### src/rtl/game_pkg.sv
// game_pkg: shared encodings and helpers for the game playfield logic.
package game_pkg;

    localparam int unsigned COORD_W       = 10;
    localparam int unsigned SCREEN_W_DFLT = 640;
    localparam int unsigned SCREEN_H_DFLT = 480;

    typedef logic [COORD_W-1:0] coord_t;

    typedef enum logic [1:0] {
        MODE_DIAG   = 2'b00,
        MODE_HORIZ  = 2'b01,
        MODE_BOUNCE = 2'b10,
        MODE_FREEZE = 2'b11
    } mode_e;

    typedef enum logic {
        ST_DEAD  = 1'b0,
        ST_ALIVE = 1'b1
    } chan_state_e;

    // x^10 + x^7 + 1 Fibonacci step
    function automatic coord_t lfsr10_next(input coord_t v);
        return {v[8:0], v[9] ^ v[6]};
    endfunction

    // unsigned range test; a wrapped underflow lands high and is caught by hi
    function automatic logic coord_oor(input coord_t v, input coord_t lo, input coord_t hi);
        return (v < lo) || (v >= hi);
    endfunction

endpackage

### src/rtl/lfsr10.sv
// lfsr10: free-running 10-bit LFSR, advances every clock, reloads SEED on reset.
module lfsr10
    import game_pkg::*;
#(
    parameter logic [9:0] SEED = 10'h001
) (
    input  logic       clk_22,
    input  logic       rst,
    output logic [9:0] q
);

    coord_t q_q, q_d;

    // next value
    always_comb begin
        q_d = lfsr10_next(q_q);
    end

    // state register
    always_ff @(posedge clk_22 or posedge rst) begin
        if (rst) q_q <= SEED;
        else     q_q <= q_d;
    end

    assign q = q_q;

endmodule

### src/rtl/enemy_swarm_mover.sv
// enemy_swarm_mover: N_ENEMY independent enemy sprites with LFSR-driven motion,
// edge death, kill handling and timed respawn into a random spawn region.
// Optional feature macro: ENEMY_BOUNCE_EN (mode 10 reflects off edges with
// per-channel velocity signs; when undefined mode 10 behaves as mode 00).
module enemy_swarm_mover
    import game_pkg::*;
#(
    parameter int unsigned N_ENEMY    = 4,
    parameter int unsigned SCREEN_W   = SCREEN_W_DFLT,
    parameter int unsigned SCREEN_H   = SCREEN_H_DFLT,
    parameter int unsigned MARGIN     = 3,
    parameter int unsigned STEP       = 5,
    parameter int unsigned RESPAWN_CD = 100,
    parameter int unsigned SPAWN_X0   = 450,
    parameter int unsigned SPAWN_XW   = 200,
    parameter int unsigned SPAWN_Y0   = 160,
    parameter int unsigned SPAWN_YW   = 320,
    parameter int unsigned INIT_X     = 560,
    parameter int unsigned INIT_Y     = 60,
    parameter int unsigned INIT_DY    = 48
) (
    input  logic                          clk_22,
    input  logic                          rst,
    input  logic                          tick,
    input  logic [1:0]                    mode,
    input  logic [N_ENEMY-1:0]            kill,
    output logic [COORD_W*N_ENEMY-1:0]    pos_x,
    output logic [COORD_W*N_ENEMY-1:0]    pos_y,
    output logic [N_ENEMY-1:0]            alive,
    output logic [N_ENEMY-1:0]            respawn,
    output logic [7:0]                    kill_count
);

    localparam int unsigned     CD_W     = (RESPAWN_CD > 1) ? $clog2(RESPAWN_CD) : 1;
    localparam logic [CD_W-1:0] CD_LAST  = CD_W'(RESPAWN_CD - 1);
    localparam coord_t          C_STEP   = COORD_W'(STEP);
    localparam coord_t          C_MARGIN = COORD_W'(MARGIN);
    localparam coord_t          C_SW     = COORD_W'(SCREEN_W);
    localparam coord_t          C_SH     = COORD_W'(SCREEN_H);

    coord_t               lfsr_x, lfsr_y, lfsr_dir;
    coord_t               spawn_x_c, spawn_y_c;
    logic [N_ENEMY-1:0]   kill_acc_c;
    logic                 lfsr_unused_c;
    logic [7:0]           kc_q, kc_d;
    logic [8:0]           kc_sum_c;

    lfsr10 #(.SEED(10'h043)) u_lfsr_x   (.clk_22(clk_22), .rst(rst), .q(lfsr_x));
    lfsr10 #(.SEED(10'h0C9)) u_lfsr_y   (.clk_22(clk_22), .rst(rst), .q(lfsr_y));
    lfsr10 #(.SEED(10'h1A5)) u_lfsr_dir (.clk_22(clk_22), .rst(rst), .q(lfsr_dir));

    // only the low N_ENEMY direction bits steer channels
    assign lfsr_unused_c = ^lfsr_dir;

    // spawn point shared by every channel respawning this cycle
    assign spawn_x_c = COORD_W'(SPAWN_X0 + (32'(lfsr_x) % SPAWN_XW));
    assign spawn_y_c = COORD_W'(SPAWN_Y0 + (32'(lfsr_y) % SPAWN_YW));

    for (genvar gi = 0; gi < N_ENEMY; gi++) begin : g_ch
        chan_state_e     state_q, state_d;
        coord_t          x_q, x_d, y_q, y_d;
        coord_t          nx_c, ny_c, x_m_c, y_m_c, y_p_c;
        logic [CD_W-1:0] cd_q, cd_d;
        logic            resp_q, resp_d;
        logic            die_c, acc_c;
`ifdef ENEMY_BOUNCE_EN
        coord_t          x_p_c;
        logic            sx_q, sx_d, sy_q, sy_d, sx_n_c, sy_n_c;
        assign x_p_c = x_q + C_STEP;
`endif

        assign x_m_c = x_q - C_STEP;
        assign y_m_c = y_q - C_STEP;
        assign y_p_c = y_q + C_STEP;

        // candidate position for this tick and whether it leaves the screen
        always_comb begin
            nx_c  = x_q;
            ny_c  = y_q;
            die_c = 1'b0;
`ifdef ENEMY_BOUNCE_EN
            sx_n_c = sx_q;
            sy_n_c = sy_q;
`endif
            case (mode_e'(mode))
                MODE_DIAG: begin
                    nx_c  = x_m_c;
                    ny_c  = lfsr_dir[gi] ? y_p_c : y_m_c;
                    die_c = coord_oor(nx_c, C_MARGIN, C_SW) || coord_oor(ny_c, C_MARGIN, C_SH);
                end
                MODE_HORIZ: begin
                    nx_c  = x_m_c;
                    die_c = coord_oor(nx_c, C_MARGIN, C_SW);
                end
                MODE_BOUNCE: begin
`ifdef ENEMY_BOUNCE_EN
                    nx_c = sx_q ? x_p_c : x_m_c;
                    if (coord_oor(nx_c, C_MARGIN, C_SW)) begin
                        sx_n_c = ~sx_q;
                        nx_c   = sx_q ? x_m_c : x_p_c;
                    end
                    ny_c = sy_q ? y_p_c : y_m_c;
                    if (coord_oor(ny_c, C_MARGIN, C_SH)) begin
                        sy_n_c = ~sy_q;
                        ny_c   = sy_q ? y_m_c : y_p_c;
                    end
`else
                    nx_c  = x_m_c;
                    ny_c  = lfsr_dir[gi] ? y_p_c : y_m_c;
                    die_c = coord_oor(nx_c, C_MARGIN, C_SW) || coord_oor(ny_c, C_MARGIN, C_SH);
`endif
                end
                default: ;
            endcase
        end

        // ALIVE/DEAD next state; kill outranks an edge exit
        always_comb begin
            state_d = state_q;
            case (state_q)
                ST_ALIVE: if (kill[gi] || (tick && die_c)) state_d = ST_DEAD;
                ST_DEAD:  if (tick && (cd_q == CD_LAST)) state_d = ST_ALIVE;
                default:  state_d = ST_ALIVE;
            endcase
        end

        // position, cooldown, respawn strobe and kill acceptance
        always_comb begin
            x_d    = x_q;
            y_d    = y_q;
            cd_d   = cd_q;
            resp_d = 1'b0;
            acc_c  = 1'b0;
`ifdef ENEMY_BOUNCE_EN
            sx_d = sx_q;
            sy_d = sy_q;
`endif
            case (state_q)
                ST_ALIVE: begin
                    if (kill[gi]) begin
                        acc_c = 1'b1;
                        cd_d  = '0;
                    end else if (tick && die_c) begin
                        cd_d = '0;
                    end else if (tick) begin
                        x_d = nx_c;
                        y_d = ny_c;
`ifdef ENEMY_BOUNCE_EN
                        sx_d = sx_n_c;
                        sy_d = sy_n_c;
`endif
                    end
                end
                ST_DEAD: begin
                    if (tick) begin
                        if (cd_q == CD_LAST) begin
                            x_d    = spawn_x_c;
                            y_d    = spawn_y_c;
                            resp_d = 1'b1;
                            cd_d   = '0;
                        end else begin
                            cd_d = cd_q + CD_W'(1);
                        end
                    end
                end
                default: ;
            endcase
        end

        // channel registers
        always_ff @(posedge clk_22 or posedge rst) begin
            if (rst) begin
                state_q <= ST_ALIVE;
                x_q     <= COORD_W'(INIT_X);
                y_q     <= COORD_W'(INIT_Y + gi * INIT_DY);
                cd_q    <= '0;
                resp_q  <= 1'b0;
`ifdef ENEMY_BOUNCE_EN
                sx_q    <= 1'b0;
                sy_q    <= 1'b1;
`endif
            end else begin
                state_q <= state_d;
                x_q     <= x_d;
                y_q     <= y_d;
                cd_q    <= cd_d;
                resp_q  <= resp_d;
`ifdef ENEMY_BOUNCE_EN
                sx_q    <= sx_d;
                sy_q    <= sy_d;
`endif
            end
        end

        assign kill_acc_c[gi]                = acc_c;
        assign pos_x[COORD_W*gi +: COORD_W]  = x_q;
        assign pos_y[COORD_W*gi +: COORD_W]  = y_q;
        assign alive[gi]                     = (state_q == ST_ALIVE);
        assign respawn[gi]                   = resp_q;
    end

    // saturating sum of kills accepted this cycle
    always_comb begin
        kc_sum_c = {1'b0, kc_q};
        for (int unsigned i = 0; i < N_ENEMY; i++) begin
            kc_sum_c = kc_sum_c + 9'(kill_acc_c[i]);
        end
        kc_d = (kc_sum_c > 9'd255) ? 8'hFF : kc_sum_c[7:0];
    end

    // kill counter register
    always_ff @(posedge clk_22 or posedge rst) begin
        if (rst) kc_q <= 8'h00;
        else     kc_q <= kc_d;
    end

    assign kill_count = kc_q;

endmodule

### config.mk
export PLATFORM = sky130hd
export DESIGN_NAME = enemy_swarm_mover
export DESIGN_NICKNAME = d
export VERILOG_FILES = /design/src/rtl/game_pkg.sv /design/src/rtl/lfsr10.sv /design/src/rtl/enemy_swarm_mover.sv
export SDC_FILE = /design/constraint.sdc
export NUM_CORES = 1
export LEC_CHECK = 0
export CAP_MARGIN = 20
export CORE_AREA = 2 2 150 152
export CTS_CLUSTER_SIZE = 40
export DETAILED_ROUTE_END_ITERATION = 10
export DIE_AREA = 0 0 152 154
export GPL_TIMING_DRIVEN = 1
export PLACE_DENSITY = 0.76
export SLEW_MARGIN = 20
export SYNTH_ARGS = -nofsm -noshare
export SYNTH_HDL_FRONTEND = slang
export SYNTH_SLANG_ARGS = --single-unit
### constraint.sdc
create_clock -name clk_22 -period 5.3 [get_ports clk_22]
set_input_delay 1.06 -clock clk_22 [delete_from_list [all_inputs] [get_ports clk_22]]
set_output_delay 1.06 -clock clk_22 [all_outputs]
set_load 0.01 [all_outputs]
Yosys cells after proc, flatten, opt, wreduce, memory -nomap -nowiden
Index checks and enable logic that the tools add are counted.

Add/sub/neg operators: 22. Div/mod/pow operators: 2. Magnitude comparators: 17. Equal/unequal tests: 38. Mux-type cells: 117. Bitwise logic cells: 7. Reduce and logical (&&, ||, !) cells: 39.

Operators by type and width (number): 10-bit 2-to-1 mux (52); 10-bit case mux with 2 select lines (8); 7-bit 2-to-1 mux (16); 10-bit by 2-bit less-than comparator with 1-bit output, second input constant (8); 10-bit by 3-bit subtractor with 10-bit output, second input constant (8); 2-bit inequality test, second input constant (28); 7-bit case mux with 2 select lines (4); 6-bit AND reduction (8); 10-bit by 3-bit adder with 10-bit output, second input constant (4); 10-bit greater-or-equal comparator, second input constant (4); 10-bit by 9-bit greater-or-equal comparator with 1-bit output, second input constant (4); 10-bit by 8-bit remainder unit with 32-bit output, second input constant (1); 10-bit by 9-bit remainder unit with 32-bit output, second input constant (1); 7-bit by 1-bit adder with 7-bit output, second input constant (4); 7-bit equality test, second input constant (4); 1-bit 2-to-1 mux (28); 9-bit by 1-bit adder with 9-bit output (3); 1-bit logical OR (16); 1-bit case mux with 2 select lines (8); 3-bit by 2-bit inequality test with 1-bit output, second input constant (4); 8-bit by 10-bit adder with 10-bit output, first input constant (1); 9-bit by 10-bit adder with 10-bit output, first input constant (1); 8-bit by 1-bit adder with 9-bit output (1); 9-bit by 8-bit > comparator with 1-bit output, second input constant (1); other kinds (10) (25).

Flip-flop bits (word level): 154. Input port bits: 9. Output and inout bits: 96. Word-level logic and storage cells: 266.

Logic depth before layout (Yosys ltp)
Depth after elaboration: 10. Gate-level depth with buffers: 16. Gate-level depth less buffers: 15.

By module
A second synthesis with hierarchy kept.

Cell total of the unflattened synthesis: 1351. Area total of the unflattened synthesis: 11652.4 um2.

Modules (own cells, without submodules): enemy_swarm_mover (instances 1, cells an instance 1288, area each 10646.5 um2); lfsr10 at u_lfsr_dir (instances 1, cells an instance 21, area each 336.6 um2); lfsr10 at u_lfsr_y (instances 1, cells an instance 21, area each 335.3 um2); lfsr10 at u_lfsr_x (instances 1, cells an instance 21, area each 334.1 um2).

Worst setup path before layout
No wires, ideal clock.

Kind: input to register. Start point: in mode[1]. End point: reg g_ch[1].x_q[6]. Library setup time: 0.126 ns. Arrival time: 3.609 ns. Path slack: 1.565 ns. Stages on the path: 11. Path buffers: 2. Cells stage by stage: buf_2 a21bo_4 or4_1 a2111o_1 or4_4 nand4b_2 nor3_1 o31a_1 buf_6 and3_1 a221o_1.

Word-level cells in the longest chain between the ends: 6.

RTL lines: from (decl) (RTL line enemy_swarm_mover.sv:25) `input logic [1:0] mode,`; 2-bit equality test / 2-bit logical NOT (equally long branches) (RTL line enemy_swarm_mover.sv:85) `case (mode_e'(mode))`; 2-bit OR reduction (no line); 1-bit case mux with 2 select lines (RTL line enemy_swarm_mover.sv:85); 1-bit logical AND (RTL line enemy_swarm_mover.sv:143) `end else if (tick && die_c) begin`; 2-bit inequality test (no line); 6-bit AND reduction (no line) *; to (signal assigned) (RTL line enemy_swarm_mover.sv:174) `x_q <= COORD_W'(INIT_X);`; to (decl) (RTL line enemy_swarm_mover.sv:61) `coord_t x_q, x_d, y_q, y_d;`.

Mark *: on every way between the ends. The rest lies on a longest branch, timed or not. A chain may end at the register's enable or synchronous reset.

Final worst setup path
Start point: reg u_lfsr_dir.q_q[2] (netlist: u_lfsr_dir.q[2]). End point: reg g_ch[2].y_q[9].

Word-level cells in the longest chain between the ends: 8.

RTL lines: from (decl) (RTL line lfsr10.sv:12) `coord_t q_q, q_d;`; from (signal assigned) (RTL line lfsr10.sv:22) `else q_q <= q_d;`; 10-bit 2-to-1 mux * (RTL line enemy_swarm_mover.sv:88, enemy_swarm_mover.sv:109); 10-bit by 2-bit less-than comparator with 1-bit output / 10-bit by 9-bit greater-or-equal comparator with 1-bit output (equally long branches) (RTL line game_pkg.sv:29) `return (v < lo) || (v >= hi);`; 1-bit logical OR (RTL line game_pkg.sv:29); 1-bit logical OR (RTL line enemy_swarm_mover.sv:89, enemy_swarm_mover.sv:110); 1-bit case mux with 2 select lines (RTL line enemy_swarm_mover.sv:85); 1-bit logical AND (RTL line enemy_swarm_mover.sv:143); 2-bit inequality test (no line); 6-bit AND reduction (no line); to (signal assigned) (RTL line enemy_swarm_mover.sv:175) `y_q <= COORD_W'(INIT_Y + gi * INIT_DY);`; to (signal assigned) (RTL line enemy_swarm_mover.sv:185) `y_q <= y_d;`; to (decl) (RTL line enemy_swarm_mover.sv:61).

Mark *: on every way between the ends. The rest lies on a longest branch, timed or not. The select of a mux whose other input is x is not followed.

==> run_results.csv <==
group,metric,value,unit
clocking,cts_hold_buf,0,
drt,dr_total_vias,10400,
layout,final_area,0.01306,mm²
timing,drv_slew,0,
power,power.leakage,5.408,nW
setup_path,critPathBufInv,1,
setup_path,cp_max_fo,22,
min_path,hold_path_startpoint,"u_lfsr_dir.q[7]",
status,status,"complete, no violations",
power,max-vdd-ir-drop,0.0002566,V
clocking,root_buffer,"clkbuf_16",
setup_path,cp_slowest_stage_delay,0.57,ns
setup_path,startpoint_type,"register",
layout,synthToLayoutAreaGrowth,15.48,%
drt,ant_nets,0,
run,cap_viol_max_count,0,
floorplan,io_pins,105,
yosys,ys_seq_elements,154,
place,place_congestion,0.9357,
global_routing,grt_first_pass_wirelength,50960,µm
timing,fin_tns_setup,0,ns
yosys,yosysUniqueCellTypes,92,
global_routing,grt_max_degree,110,
layout,diodes,0,
global_routing,grt_pass1_vias,9749,
yosys,netlist_instances,1282,
layout,layout_common_cells,"dfrtp_1, clkdlybuf4s50_1, nand2_1",
drt,wire_per_inst,19.37,µm
place,placement.cell_area,0.01243,mm²
setup_path,path_delay_family,"compound AO/OA/AOI/OAI gates",
drt,wl,31670,µm
power,power.density,405.8,mW/mm²
timing,period_minus_slack,4.269,ns
setup_path,cp.arrival,4.59,ns
layout,final_util,0.6019,
floorplan,die-area,0.02341,mm²
min_path,hold_depth,0,
setup_path,crit_path_end_kind,"register",
global_routing,antenna_found_initial,0,
timing,finalSetupViolCount,0,
clocking,ctsResizeCount,0,
drt,drtPass1Iterations,7,
floorplan,die_width,152,µm
setup_path,r2r_end,"g_ch[2].y_q[9]",
layout,drive_gt1_frac,0.1048,
timing,fin_crit_sh,0.8054,
setup_path,crit_chain,"inv_1, ha_1, a211oi_1, o21ai_0, a211o_1, a211o_1, and4_1, o31ai_1, a31o_2, and2_1, mux2_2",
clocking,post_cts_buffers,0,
setup_path,r2r-start,"u_lfsr_dir.q[2]",
timing,tightest_slew,0.9236,ns
setup_path,required,5.62,ns
setup_path,critPathSlowestCell,"dfstp_2",
clocking,clock_sink_count,154,
floorplan,initial_utilization,0.5212,
global_routing,grtUsageTotal,0.2661,
clocking,h-tree-depth,4,
setup_path,crit_type,"reg -> reg",
yosys,ys.flop_type,"dfrtp_1",
clocking,cts_tree,"done",
timing,finalClockSkew,0.01170,ns
layout,finalNetCount,1412,
setup_path,rrSetupSlack,1.03,ns
clocking,clock_insertion_delay_worst_skew,0.44,ns
layout,final_common_cell,"dfrtp_1",
floorplan,die_y,154,µm
timing,slew-limit-headroom,0.3830,
yosys,synth_edf_count,0,
setup_path,path_common_cell,"a211o_1",
timing,setup_slack,1.031,ns
timing,hold_viol,0,
global_routing,grt_overflow_total,0,
drt,drc,0,
yosys,synthesis.area,0.01130,mm²
yosys,syn-num-nets,1352,
drt,drtIter0Drc,865,
floorplan,rows,54,
place,port-buffer-count,104,
yosys,async_flop_share,1.000,
clocking,clkTransAtPathRegs,0.07,ns
clocking,clockBufferDepth,2,
timing,rsz0062_at_grt,"no",
place,dp_hpwl,21990,µm
timing,fmax,234.3,MHz
drt,vias_per_cell,6.358,
floorplan,core_area,0.02169,mm²
clocking,cts_inserted_buffers,17,
yosys,yosys_warnings,0,
yosys,yosysSeqAreaShare,0.3458,
min_path,whs_endpoint,"u_lfsr_dir.q[8]",
min_path,hold_class,"reg -> reg",
setup_path,r2r_cells,11,
place,place_ws,0.7757,ns
yosys,avgSynthCellArea,8.818,µm²
## how the worst max path moves through the flow
stage,startpoint,to,slack [ns],cells after the start
after CTS,u_lfsr_dir.q[2],g_ch[2].y_q[9],1.09,11
after global routing,u_lfsr_dir.q[3],g_ch[3].y_q[9],0.78,11
after detailed placement,tick,g_ch[1].x_q[6],0.78,10
after global placement,tick,g_ch[1].x_q[6],0.86,10
after floorplan,rst,g_ch[0].cd_q[0],0.16,1
final,u_lfsr_dir.q[2],g_ch[2].y_q[9],1.03,11
## layout make-up
type                       count  area (µm²)
inverter                      63       244.0
clock buffer                  20       456.7
multi-input combinational    997        6840
timing repair buffer         109        1091
sequential                   154        3909
fill                        1814        8633
tap                          280       350.3
clock inverter                12       163.9
## logic make-up (layout without fill, tap and decap cells)
| logic type | Yosys count | after routing | share of synthesized area |
|---|---|---|---|
| buffers and inverters | 131 | 204 | 0.04947 |
| xor gates and xnor gates | 47 | 47 | 0.03641 |
| AOI/OAI and AO/OA | 417 | 417 | 0.2548 |
| muxes | 57 | 57 | 0.05368 |
| DFF | 154 | 154 | 0.3458 |
| and+or+nand+nor | 413 | 413 | 0.1859 |
| adders and majority gates | 63 | 63 | 0.07393 |
## metal layers
metal  share of wire  routed length [µm]  GRT usage
met2            0.47               14770     0.4378
met1            0.44               13950     0.3545
met5               0                   0          0
met4           0.034                1064     0.1019
met3           0.059                1878    0.04284
## per-stage QoR
stage / cells / power (mW) / hold slack [ns]
2_1_floorplan: 1282 / 3.219 / 0.3330
3_3_place_gp: 1603 / 3.905 / 0.3478
5_1_grt: 1635 / 5.629 / 0.3596
6_report: 1635 / 5.298 / 0.3505
4_1_cts: 1635 / 5.279 / 0.3584
3_5_place_dp: 1603 / 3.954 / 0.3478
## synth_stat cells (22+ instances only)
cell type / instances / area share
dfrtp_1: 110 / 0.24
nand2_1: 96 / 0.032
o21ai_0: 94 / 0.042
nor2_1: 91 / 0.030
a21oi_1: 77 / 0.034
inv_1: 63 / 0.021
ha_1: 54 / 0.060
nand3_1: 47 / 0.021
dfstp_2: 44 / 0.10
clkbuf_1: 40 / 0.013
nor3_1: 38 / 0.017
mux2_2: 29 / 0.029
a211oi_1: 28 / 0.019
mux2i_1: 28 / 0.025
xnor2_1: 28 / 0.022
a21o_1: 22 / 0.015
## power breakdown
group	switching (mW)	total [mW]	internal, mW	leakage (nW)
clock	0.533	1.31	0.772	0.301
sequential	0.430	1.91	1.48	1.85
combinational	1.10	2.08	0.981	3.26
total	2.07	5.30	3.23	5.41
## flip-flops by register name, summed over array words and instances (netlist names)
signal	count
u_lfsr_x.q	10
g_ch.resp_q	4
g_ch.cd_q	28
g_ch.x_q	40
kill_count	8
u_lfsr_dir.q	10
u_lfsr_y.q	10
g_ch.state_q	4
g_ch.y_q	40
## worst reg2reg max path, stage by stage (launching register included)
cell	delay [ns]
dfstp_2	0.57
inv_1	0.16
ha_1	0.36
a211oi_1	0.29
o21ai_0	0.21
a211o_1	0.35
a211o_1	0.29
and4_1	0.17
o31ai_1	0.38
a31o_2	0.51
and2_1	0.48
mux2_2	0.38
Power figures use the tool's default switching activity.
==> RTL change 1, RTL diff (same flow settings) <==
Put one more register stage on the output `pos_y`. The value now appears one clock later. The other outputs are not delayed to match.
--- a/src/rtl/enemy_swarm_mover.sv
+++ b/src/rtl/enemy_swarm_mover.sv
@@ -40,2 +40,4 @@
 
+    logic [COORD_W*N_ENEMY-1:0] pos_y_d;
+
     coord_t               lfsr_x, lfsr_y, lfsr_dir;
@@ -196,3 +198,3 @@
         assign pos_x[COORD_W*gi +: COORD_W]  = x_q;
-        assign pos_y[COORD_W*gi +: COORD_W]  = y_q;
+        assign pos_y_d[COORD_W*gi +: COORD_W]  = y_q;
         assign alive[gi]                     = (state_q == ST_ALIVE);
@@ -218,2 +220,6 @@
 
+    always_ff @(posedge clk_22) begin
+        pos_y <= pos_y_d;
+    end
+
 endmodule
Check against the original RTL: not equivalent (Yosys sat finds a counterexample within 4 cycles, from zero or initial values and one cycle with rst high).
==> RTL change 1 against the original RTL <==
- via count up 6.9%
- sequential cell count up 40
- worst setup slack worse by 66 ps
- worst hold slack better by 11 ps
- core utilization up 5.2 points
- synthesized area up 10%
- design area up 8.7%
- routed wire length up 5.4%
- sequential share of layout area up 3.2 points
- power up 33%
- critical path type unchanged
==> RTL change 1: results (changes against the original RTL) <==
- Slew @ Worst Pin: 1210 ps (+283 ps)
- Register area share after synthesis: 37.8% (+3.3 points)
- DP Area: 13600 µm² (+9.3%)
- Hold endpoint: u_lfsr_dir.q[8]$_DFF_PP1_
- Yosys cell types: 90 (-2.2%)
- Worst r2r src: u_lfsr_dir.q[3]$_DFF_PP0_
- Crit-path max FO: 10 (-55%)
- Port Buffers: 104 (unchanged)
- First-pass GRT wire length: 54000 µm (+6.0%)
- Hold depth: 0 (unchanged)
- Post-Syn Nets: 1439 (+6.4%)
- Most used DFF post-synth: dfrtp_1
- Worst hold path class: reg2reg
- Post-synth ARST share: 79.4% (-21 points)
- Routability cong.: 0.946 (+1.1%)
- Grt total ovfl: 0 (unchanged)
- Detailed Route Iter0 Violations: 1039 (+20%)
- Post-CTS Setup Bufs: 0 (unchanged)
- Placed Cells: 1690 (+5.4%)
- Syn avg cell area: 9.09 µm² (+3.1%)
- Resize count post-CTS: 0 (unchanged)
- Biggest regs: g_ch.x_q (40), g_ch.y_q (40), pos_y (40)
- Insertion delay to the later sink of the worst-skew pair: 440 ps (about the same)
- Vias after detailed routing: 11114 (+6.9%)
- Clock root buffer: clkbuf_16
- Drt first pass iters: 5 (-2)
- CP arrival: 4670 ps (+80 ps)
- RR Endpoint: g_ch[3].y_q[1]$_DFFE_PP0P_
- # diodes: 0 (unchanged)
- HP Start: u_lfsr_dir.q[7]$_DFF_PP1_
- DRT Wirelength: 33400 µm (+5.4%)
- Status: completed
- Setup TNS: 0 ps (unchanged)
- Clk slew on worst S/H paths: 80 ps
- Vias in the first global route: 10454 (+7.2%)
- Clock Sinks: 194 (+26%)
- Most area-consuming cells after synthesis: dfrtp_1 (22%), dfstp_2 (9.3%), dfxtp_1 (6.4%), ha_1 (5.4%), nor2_1 (3.3%)
- Vias/cell: 6.45 (+1.5%)
- Reg2reg path depth: 11 (unchanged)
- CP max-delay cell: nand2b_1
- Antenna violations before repair: 1 (+1)
- Share of layout cells above drive strength 1: 10.8% (+0.34 points)
- Setup slack, reg-to-reg: 960 ps (-70 ps)
- GRT Util Overall: 28.2% (+1.5 points)
- Clock Skews: 12.0 ps (+0.257 ps)
- Commonest cells post-synth: dfrtp_1 (110), nor2_1 (108), nand2_1 (83)
- Pleak: 5.84 nW (+7.9%)
- Largest net degree at the start of global routing: 104 (-5.5%)
- Layout net count: 1499 (+6.2%)
- Worst VDD drop: 0.000298 V (+16%)
- Htree depth: 4 (unchanged)
- CTS buffer count: 17 (unchanged)
- Hpwl dp: 23700 µm (+7.9%)
- Worst path max stage delay: 530 ps (-40 ps)
- Maximum root-to-sink buffer count: 2 (unchanged)
RTL change 1: cell count changes after synthesis, moves of 8 or more:
cell / unedited run / this run
and3_1: 12 / 20
dfxtp_1: 0 / 40
nand2_1: 96 / 83
nand2b_1: 11 / 30
nor2_1: 91 / 108
nor3_1: 38 / 25
o21ai_0: 94 / 68
or2_2: 12 / 21
RTL change 1: per-layer routing:
layer | up-vias | share of wire (%) | global-route usage (%)
li1 | 5263 | - | -
met1 | 5352 | 43 | 37.5
met2 | 424 | 48 | 46.5
met3 | 73 | 6.0 | 4.09
met4 | 2 | 3.1 | 11.1
met5 | - | 0.042 | 0
RTL change 1: final cells by class:
cell class | count | area [µm²]
clock inverter | 14 | 166
inverter | 65 | 249
clock buffer | 18 | 439
sequential | 194 | 4710
tap | 280 | 350
fill | 1742 | 7500
timing repair buffer | 112 | 1100
multi-input combinational | 1039 | 7180
RTL change 1: metrics by stage:
step                util (%)  setup slack (ps)  hold WS [ps]
floorplan                  -               163           333
global placement        62.6              1110           347
detailed placement      62.6              1010           348
CTS                     65.4              1030           362
global route            65.4               671           367
finish                  65.4               965           361
RTL change 1: logic make-up after synthesis:
family / share of synthesized area (%)
adders and majority gates: 6.56
muxes: 4.48
AOI/OAI and AO/OA: 24.6
xor gates and xnor gates: 3.09
and+or+nand+nor: 18.9
buffers and inverters: 4.52
DFF: 37.8
RTL change 1: worst max-delay path by stage:
stage	cells after the start	startpoint	endpoint
after floorplan	1	rst	g_ch[0].cd_q[0]$_DFFE_PP0P_
after global placement	10	tick	g_ch[3].y_q[5]$_DFFE_PP0P_
after detailed placement	10	tick	g_ch[3].y_q[5]$_DFFE_PP0P_
after CTS	11	u_lfsr_dir.q[3]$_DFF_PP0_	g_ch[3].y_q[1]$_DFFE_PP0P_
after global routing	11	u_lfsr_dir.q[1]$_DFF_PP0_	g_ch[1].x_q[7]$_DFFE_PP0P_
final	11	u_lfsr_dir.q[3]$_DFF_PP0_	g_ch[3].y_q[1]$_DFFE_PP0P_
RTL change 1: where the power goes:
part           switching (W)  internal (W)  leakage (nW)
combinational        0.00169       0.00147          3.36
clock               0.000630      0.000726         0.299
sequential          0.000543       0.00199          2.17
RTL change 1: worst max-delay path: cells and delay by family (launching register included):
kind | cells | cell delay [ps]
AO/OA/AOI/OAI | 5 | 1600
adder cells (fa/ha/maj) | 1 | 340
flip-flops | 1 | 440
AND/OR/NAND/NOR | 3 | 1120
buffers and inverters | 1 | 310
multiplexers | 1 | 400
==> RTL change 2, RTL diff (same flow settings) <==
Made on the original files. Change the parameter `SPAWN_YW` from 320 to 160.
--- a/src/rtl/enemy_swarm_mover.sv
+++ b/src/rtl/enemy_swarm_mover.sv
@@ -16,3 +16,3 @@
     parameter int unsigned SPAWN_Y0   = 160,
-    parameter int unsigned SPAWN_YW   = 320,
+    parameter int unsigned SPAWN_YW   = 160,
     parameter int unsigned INIT_X     = 560,
Function: not settled (the Yosys comparison gave no result); the edit may change what the design does.
==> RTL change 2 against the original RTL <==
- sequential cell count stayed put
- core utilization is 0.17 points lower
- worst setup slack worse by 170 ps
- synthesized area is 0.38% lower
- design area is 0.28% lower
- clock power is 5% lower
- power is 26% lower
- worst hold slack better by 6.5 ps
- routed wire length is 3.9% lower
==> RTL change 2: results (changes against the original RTL) <==
- Status: completed
- Slew @ Worst Pin: 945 ps (+21.8 ps)
- Clock Skews: 8.80 ps (-2.90 ps)
- Detailed Route Iter0 Violations: 926 (+7.1%)
- Global Route met1 Usage: 36.0% (+0.55 points)
- Share of layout cells above drive strength 1: 9.70% (-0.78 points)
- Routability cong.: 0.912 (-2.6%)
- Vias/cell: 6.28 (-1.3%)
- Largest net degree at the start of global routing: 81 (-26%)
- Pleak: 5.38 nW (-0.54%)
- GR Layer Usage met3: 3.64% (-0.65 points)
- Fillers: 1877 (+3.5%)
- Sw frac: 33.7% (-5.4 points)
- Vias in the first global route: 9680 (-0.71%)
- GRT Util Overall: 26.0% (-0.57 points)
- Worst VDD drop: 0.000235 V (-8.3%)
- Post-synth ARST share: 100% (unchanged)
- GR Util met2: 41.7% (-2.1 points)
- Per-cell routed wire length: 18.4 µm (-4.8%)
- Post-Syn Nets: 1362 (+0.74%)
- Hpwl dp: 21800 µm (-0.81%)
- First-pass GRT wire length: 50000 µm (-2.0%)
- Most used DFF post-synth: dfrtp_1
- CP arrival: 4770 ps (+180 ps)
- Register area share after synthesis: 34.7% (+0.13 points)
- Yosys cell types: 99 (+7.6%)
## RTL change 2: cell types whose count changed after synthesis, moves of 13 or more
| cell | change |
|---|---|
| a211oi_1 | -13 |
| a21oi_1 | -16 |
| mux2_2 | -14 |
| nand2_1 | +23 |
| nand2b_1 | +16 |
| nor2_1 | -15 |
| o21ai_0 | +16 |
## RTL change 2: stage by stage
step	setup WS, ps	instances	area [µm²]	hold slack [ps]	total power [W]
after floorplan	163	1292	11300	333	0.00230
after global placement	1010	1619	12400	335	0.00263
after detailed placement	926	1619	12400	344	0.00266
after CTS	962	1651	13000	358	0.00391
after global routing	512	1651	13000	364	0.00413
final	859	1651	13000	357	0.00391
## RTL change 2: cell families (layout without fill, tap and decap cells)
family	count (synthesis)	in the layout	synth area share, %
simple gates	456	456	21.1
compound gates	407	407	24.9
flops	154	154	34.7
buf+inv	128	207	4.75
fa+ha+maj	62	62	7.33
xor+xnor	47	47	3.66
mux	38	38	3.54
## RTL change 2: worst paths after layout
kind	startpoint	end	slack [ps]	cells after the start
worst max-delay path	u_lfsr_x.q[7]$_DFF_PP0_	g_ch[0].x_q[6]$_DFFE_PP0P_	860	12
worst min-delay path	u_lfsr_dir.q[7]$_DFF_PP1_	u_lfsr_dir.q[8]$_DFF_PP1_	360	0
worst max register to register	u_lfsr_x.q[7]$_DFF_PP0_	g_ch[0].x_q[6]$_DFFE_PP0P_	860	12
worst min register to register	u_lfsr_dir.q[7]$_DFF_PP1_	u_lfsr_dir.q[8]$_DFF_PP1_	360	0
min in group asynchronous	rst	kill_count[6]$_DFF_PP0_	1110	2
max in group asynchronous	rst	g_ch[1].y_q[6]$_DFFE_PP1P_	3280	3
## RTL change 2: critical path, cell delays in order, from the launching register on
cell,delay (ps)
dfrtp_1,480
o31ai_2,390
inv_1,80
ha_1,290
nand2b_1,230
o21ai_0,460
a31oi_1,260
o311ai_2,550
and2_0,370
a22oi_1,130
xnor2_1,620
o32ai_1,210
a22o_1,260
## RTL change 2: layout make-up
cell class | instances | area [µm²] | share of cell area, %
multi-input combinational | 1010 | 6820 | 52.4
inverter | 64 | 245 | 1.88
clock inverter | 9 | 113 | 0.865
clock buffer | 23 | 478 | 3.67
timing repair buffer | 111 | 1110 | 8.50
sequential | 154 | 3910 | 30.0
tap | 280 | 350 | 2.69
## RTL change 2: power groups by stage
stage / clock (W) / combinational [W] / sequential, W
finish: 0.00124 / 0.00110 / 0.00157
global route: 0.00131 / 0.00123 / 0.00159
CTS: 0.00126 / 0.00109 / 0.00156
detailed placement: 0 / 0.00109 / 0.00158
global placement: 0 / 0.00106 / 0.00157
floorplan: 0 / 0.000775 / 0.00153
## RTL change 2: routing by layer
metal  vias to the layer above  share of wire [%]
li1                       4917                  -
met1                      5020                 44
met2                       369                 47
met3                        59                6.4
met4                         0                2.9
met5                         -                  0
